===== src/rtl/mem_port_arbiter.sv =====
// Shares one synchronous-read memory port between requesters A and B (IDLE -> ISSUE [-> RDATA]).
// Build option: define MEM_ARB_FIXED_PRIORITY_EN to give A fixed priority instead of round-robin.
module mem_port_arbiter #(
    parameter int WORD_SIZE     = 16,
    parameter int MEM_ADDR_SIZE = 8
) (
    input  logic                     clock,
    input  logic                     reset,

    input  logic                     a_req,
    input  logic                     a_write,
    input  logic [MEM_ADDR_SIZE-1:0] a_addr,
    input  logic [WORD_SIZE-1:0]     a_wdata,
    output logic                     a_gnt,
    output logic                     a_rvalid,
    output logic [WORD_SIZE-1:0]     a_rdata,

    input  logic                     b_req,
    input  logic                     b_write,
    input  logic [MEM_ADDR_SIZE-1:0] b_addr,
    input  logic [WORD_SIZE-1:0]     b_wdata,
    output logic                     b_gnt,
    output logic                     b_rvalid,
    output logic [WORD_SIZE-1:0]     b_rdata,

    output logic [MEM_ADDR_SIZE-1:0] mem_address,
    output logic [WORD_SIZE-1:0]     mem_write_data,
    output logic                     mem_read,
    output logic                     mem_write,
    input  logic [WORD_SIZE-1:0]     mem_read_data,

    output logic                     busy,
    output logic                     owner
);

    localparam logic [1:0] IDLE  = 2'd0;
    localparam logic [1:0] ISSUE = 2'd1;
    localparam logic [1:0] RDATA = 2'd2;

    logic [1:0]               state_reg;
    logic [1:0]               state_next;
    logic                     lat_write_reg;
    logic [MEM_ADDR_SIZE-1:0] lat_addr_reg;
    logic [WORD_SIZE-1:0]     lat_wdata_reg;
    logic                     owner_reg;
    logic                     a_rvalid_reg;
    logic                     b_rvalid_reg;
    logic [WORD_SIZE-1:0]     a_rdata_reg;
    logic [WORD_SIZE-1:0]     b_rdata_reg;
    logic                     any_req;
    logic                     winner;
    logic                     issue;
    logic                     grant_now;

    assign any_req   = a_req | b_req;
    assign issue     = (state_reg == ISSUE);
    assign grant_now = (state_reg == IDLE) && any_req;

`ifdef MEM_ARB_FIXED_PRIORITY_EN
    // A always wins; B only gets the port when A is not asking.
    assign winner = ~a_req;
`else
    logic last_grant_reg;

    // On a tie the port that did not win last time goes next.
    assign winner = (a_req & b_req) ? ~last_grant_reg : b_req;

    always_ff @(posedge clock or negedge reset) begin
        if (!reset) begin
            last_grant_reg <= 1'b1;
        end else if (grant_now) begin
            last_grant_reg <= winner;
        end
    end
`endif

    always_comb begin
        state_next = state_reg;
        case (state_reg)
            IDLE:    state_next = any_req ? ISSUE : IDLE;
            ISSUE:   state_next = lat_write_reg ? IDLE : RDATA;
            RDATA:   state_next = IDLE;
            default: state_next = IDLE;
        endcase
    end

    always_ff @(posedge clock or negedge reset) begin
        if (!reset) begin
            state_reg     <= IDLE;
            lat_write_reg <= 1'b0;
            lat_addr_reg  <= '0;
            lat_wdata_reg <= '0;
            owner_reg     <= 1'b0;
            a_rvalid_reg  <= 1'b0;
            b_rvalid_reg  <= 1'b0;
            a_rdata_reg   <= '0;
            b_rdata_reg   <= '0;
        end else begin
            state_reg    <= state_next;
            a_rvalid_reg <= 1'b0;
            b_rvalid_reg <= 1'b0;
            if (grant_now) begin
                owner_reg     <= winner;
                lat_write_reg <= winner ? b_write : a_write;
                lat_addr_reg  <= winner ? b_addr  : a_addr;
                lat_wdata_reg <= winner ? b_wdata : a_wdata;
            end
            // Memory data arrives one cycle after the ISSUE strobe, i.e. during RDATA.
            if (state_reg == RDATA) begin
                if (owner_reg) begin
                    b_rdata_reg  <= mem_read_data;
                    b_rvalid_reg <= 1'b1;
                end else begin
                    a_rdata_reg  <= mem_read_data;
                    a_rvalid_reg <= 1'b1;
                end
            end
        end
    end

    assign a_gnt          = issue & ~owner_reg;
    assign b_gnt          = issue &  owner_reg;
    assign mem_address    = issue ? lat_addr_reg  : '0;
    assign mem_write_data = issue ? lat_wdata_reg : '0;
    assign mem_read       = issue & ~lat_write_reg;
    assign mem_write      = issue &  lat_write_reg;
    assign a_rvalid       = a_rvalid_reg;
    assign b_rvalid       = b_rvalid_reg;
    assign a_rdata        = a_rdata_reg;
    assign b_rdata        = b_rdata_reg;
    assign busy           = (state_reg != IDLE);
    assign owner          = owner_reg;

endmodule


===== config.mk =====
export PLATFORM = sky130hd
export DESIGN_NAME = mem_port_arbiter
export DESIGN_NICKNAME = d
export VERILOG_FILES = /design/src/rtl/mem_port_arbiter.sv
export SDC_FILE = /design/constraint.sdc
export NUM_CORES = 1
export LEC_CHECK = 0
export CELL_PAD_IN_SITES_DETAIL_PLACEMENT = 0
export CELL_PAD_IN_SITES_GLOBAL_PLACEMENT = 2
export CORE_UTILIZATION = 28
export DETAILED_ROUTE_END_ITERATION = 12
export GPL_ROUTABILITY_DRIVEN = 0
export PLACE_DENSITY_LB_ADDON = 0.1
export SYNTH_ARGS = -nofsm -noshare
export SYNTH_HDL_FRONTEND = slang
export SYNTH_SLANG_ARGS = --single-unit
export TNS_END_PERCENT = 5

===== constraint.sdc =====
create_clock -name clock -period 4.75 [get_ports clock]
set_input_delay 1.425 -clock clock [delete_from_list [all_inputs] [get_ports clock]]
set_output_delay 1.425 -clock clock [all_outputs]
set_load 0.1 [all_outputs]

==> metrics.md <==
| Metric | Value |
|---|---|
| CTS tree | yes |
| GRT Residual Overflow | 0 |
| Slew Viols, Final | 0 |
| Worst slew pin tran | 1.022 ns |
| Vias | 2041 |
| I/O pin total | 134 |
| Synth Warn # | 0 |
| Post-CTS resize count | 0 |
| Setup TNS Final | 0 ns |
| Rows | 36 |
| Initial Utilization | 29.29% |
| RSZ-0062 raised after global routing | false |
| Total die area | 10780 µm² |
| Ant diodes | 0 |
| Vias/cell | 4.333 |
| Sequential share of the synthesized area | 54.35% |
| Core area | 9910 µm² |
| Hold Path Class | reg2reg |
| Startpoint types | register |
| Simple-Gate Fraction of Synth Area | 7.069% |
| Slew margin rel. | 31.65% |
| Routed WL | 7054 µm |
| CP Max Fanout | 4 |
| H-tree levels | 3 |
| Tot GR Track Use | 13.40% |
| CTS max path bufs | 2 |
| Initial antenna violation count | 0 |
| Most common flop cell mapped by yosys | dfrtp_1 |
| Final Cycle Share | 75.48% |
| Total Nets Final | 404 |
| Skew final | 0.009342 ns |
| Crit Path Class | reg2out |
| # hold bufs at CTS | 0 |
| First-pass GRT wire length | 11340 µm |
| Fmax | 278.9 MHz |
| Iter 0 DRT Violations | 48 |
| Clk sink count | 63 |
| DIE HEIGHT | 103.8 µm |
| Critical path capture point type | output pin |
| Register bit total from synthesis | 63 |
| Worst EP arrival | 2.16 ns |
| Clock Pin Slew Worst Setup and Hold Paths | 0.06 ns |
| Post-synth top area cell | dfrtp_1 |
| Worst path required time | 3.32 ns |
| Detailed placer's ending HPWL | 5018 µm |
| Synth top area cells | dfrtp_1 53%, mux2_2 24%, mux2_4 9.8% |
| Mapped Area | 2903 µm² |
| Mux contribution to synthesized area | 34.27% |
| Area fraction in compound gates after synthesis | 1.336% |
| Routed wire per std cell | 14.98 µm |
| Synth cell count leaders | 63 x mux2_2, 62 x dfrtp_1, 26 x and2_1, 19 x mux2_4 |
| Post-CTS setup buffers | 0 |
| Post-synthesis adder-cell area fraction | 0% |
| Fraction of synthesis flops using an asynchronous set or reset pin | 100.0% |
| Max Cap Viol | 0 |
| CTS Buf Count | 9 |
| Clk Tree Root Cell | clkbuf_8 |
| Period minus WS final | 3.585 ns |
| Yosys cell types | 20 |
| Count of final hold-check violations | 0 |
| Largest net degree at the start of global routing | 40 |
| P&R area growth vs syn | 55.04% |
| DRT Pass-1 Iters | 4 |
| Worst-Skew Late Latency | 0.33 ns |
| DRC Markers | 0 |
| Most frequent cell after synthesis | mux2_2 |
| Syn_area_per_cell | 14.89 µm² |
| Port bufs | 133 |
| Status | finished clean |
| Vias in the first global route | 2234 |
| Main combinational cell family by area after synthesis | multiplexers |
| Syn Nets | 265 |
| Synth top area share | 53.45% |
| Post-synthesis cell count | 195 |
| Synth Area in XOR/XNOR | 0% |
| Post-DRT Antenna Nets | 0 |
| Proportion of layout cells with a drive suffix above 1 | 39.64% |
| Setup violations, final | 0 |
| Post-synth EDFFs | 0 |
| Die Wd | 103.8 µm |
==> cell type report <==
class	instances	area, µm²
multi-input cells	119	1241
clock buffers	12	155.1
well taps	133	166.4
clock inverters	3	42.54
flip-flops and latches	63	1578
inverters	3	11.26
fillers	977	5409
repair buffers	138	1306
==> final timing paths <==
check,startpoint,to,slack [ns],depth (start not counted)
setup reg to reg,last_grant_reg$_DFFE_PN1P_,lat_wdata_reg[2]$_DFFE_PN0P_,2.65,4
hold / removal,lat_write_reg$_DFFE_PN0P_,state_reg[1]$_DFF_PN0_,0.47,1
min in group asynchronous,reset,lat_addr_reg[0]$_DFFE_PN0P_,1.23,1
hold reg to reg,lat_write_reg$_DFFE_PN0P_,state_reg[1]$_DFF_PN0_,0.47,1
setup / recovery,state_reg[1]$_DFF_PN0_,busy,1.16,3
max in group asynchronous,reset,a_rdata[7]$_DFFE_PN0P_,2.66,2
==> per-layer routing <==
metal	global-route usage [%]	part of all wire [%]
met5	0	0
met4	4.898	1.1
met2	22.10	47
met3	4.657	7.8
met1	16.09	44
==> worst max-delay path: stages, from the launching register on <==
cell	delay [ns]
dfrtp_1	0.41
nor2_1	0.31
inv_1	0.11
clkdlybuf4s50_1	1.00
==> metrics by stage <==
step                std cells  area (µm²)  utilization [%]  worst slack (ns)  hold slack (ns)
floorplan                 195        2903                -             1.062           0.4706
global placement          456        4303            43.42             1.232           0.4594
detailed placement        456        4303            43.42             1.176           0.4600
CTS                       471        4501            45.42             1.059           0.4744
global route              471        4501            45.42            0.9705           0.5080
finish                    471        4501            45.42             1.165           0.4670
==> cells by family after synthesis <==
| family | after synthesis |
|---|---|
| compound gates | 5 |
| buf+inv | 13 |
| flops | 63 |
| mux | 82 |
| simple gates | 32 |
==> layout by cell type (no fill, tap or decap), types with 2 or more instances in the layout <==
cell type	count
mux2_2	63
mux2_4	19
clkdlybuf4s50_1	104
inv_1	3
and2_1	26
nor2b_1	2
clkbuf_8	11
buf_4	32
dfrtp_1	62
Power is not shown: default switching activity piles up to over one toggle a cycle in this logic, so the estimate is an artifact.
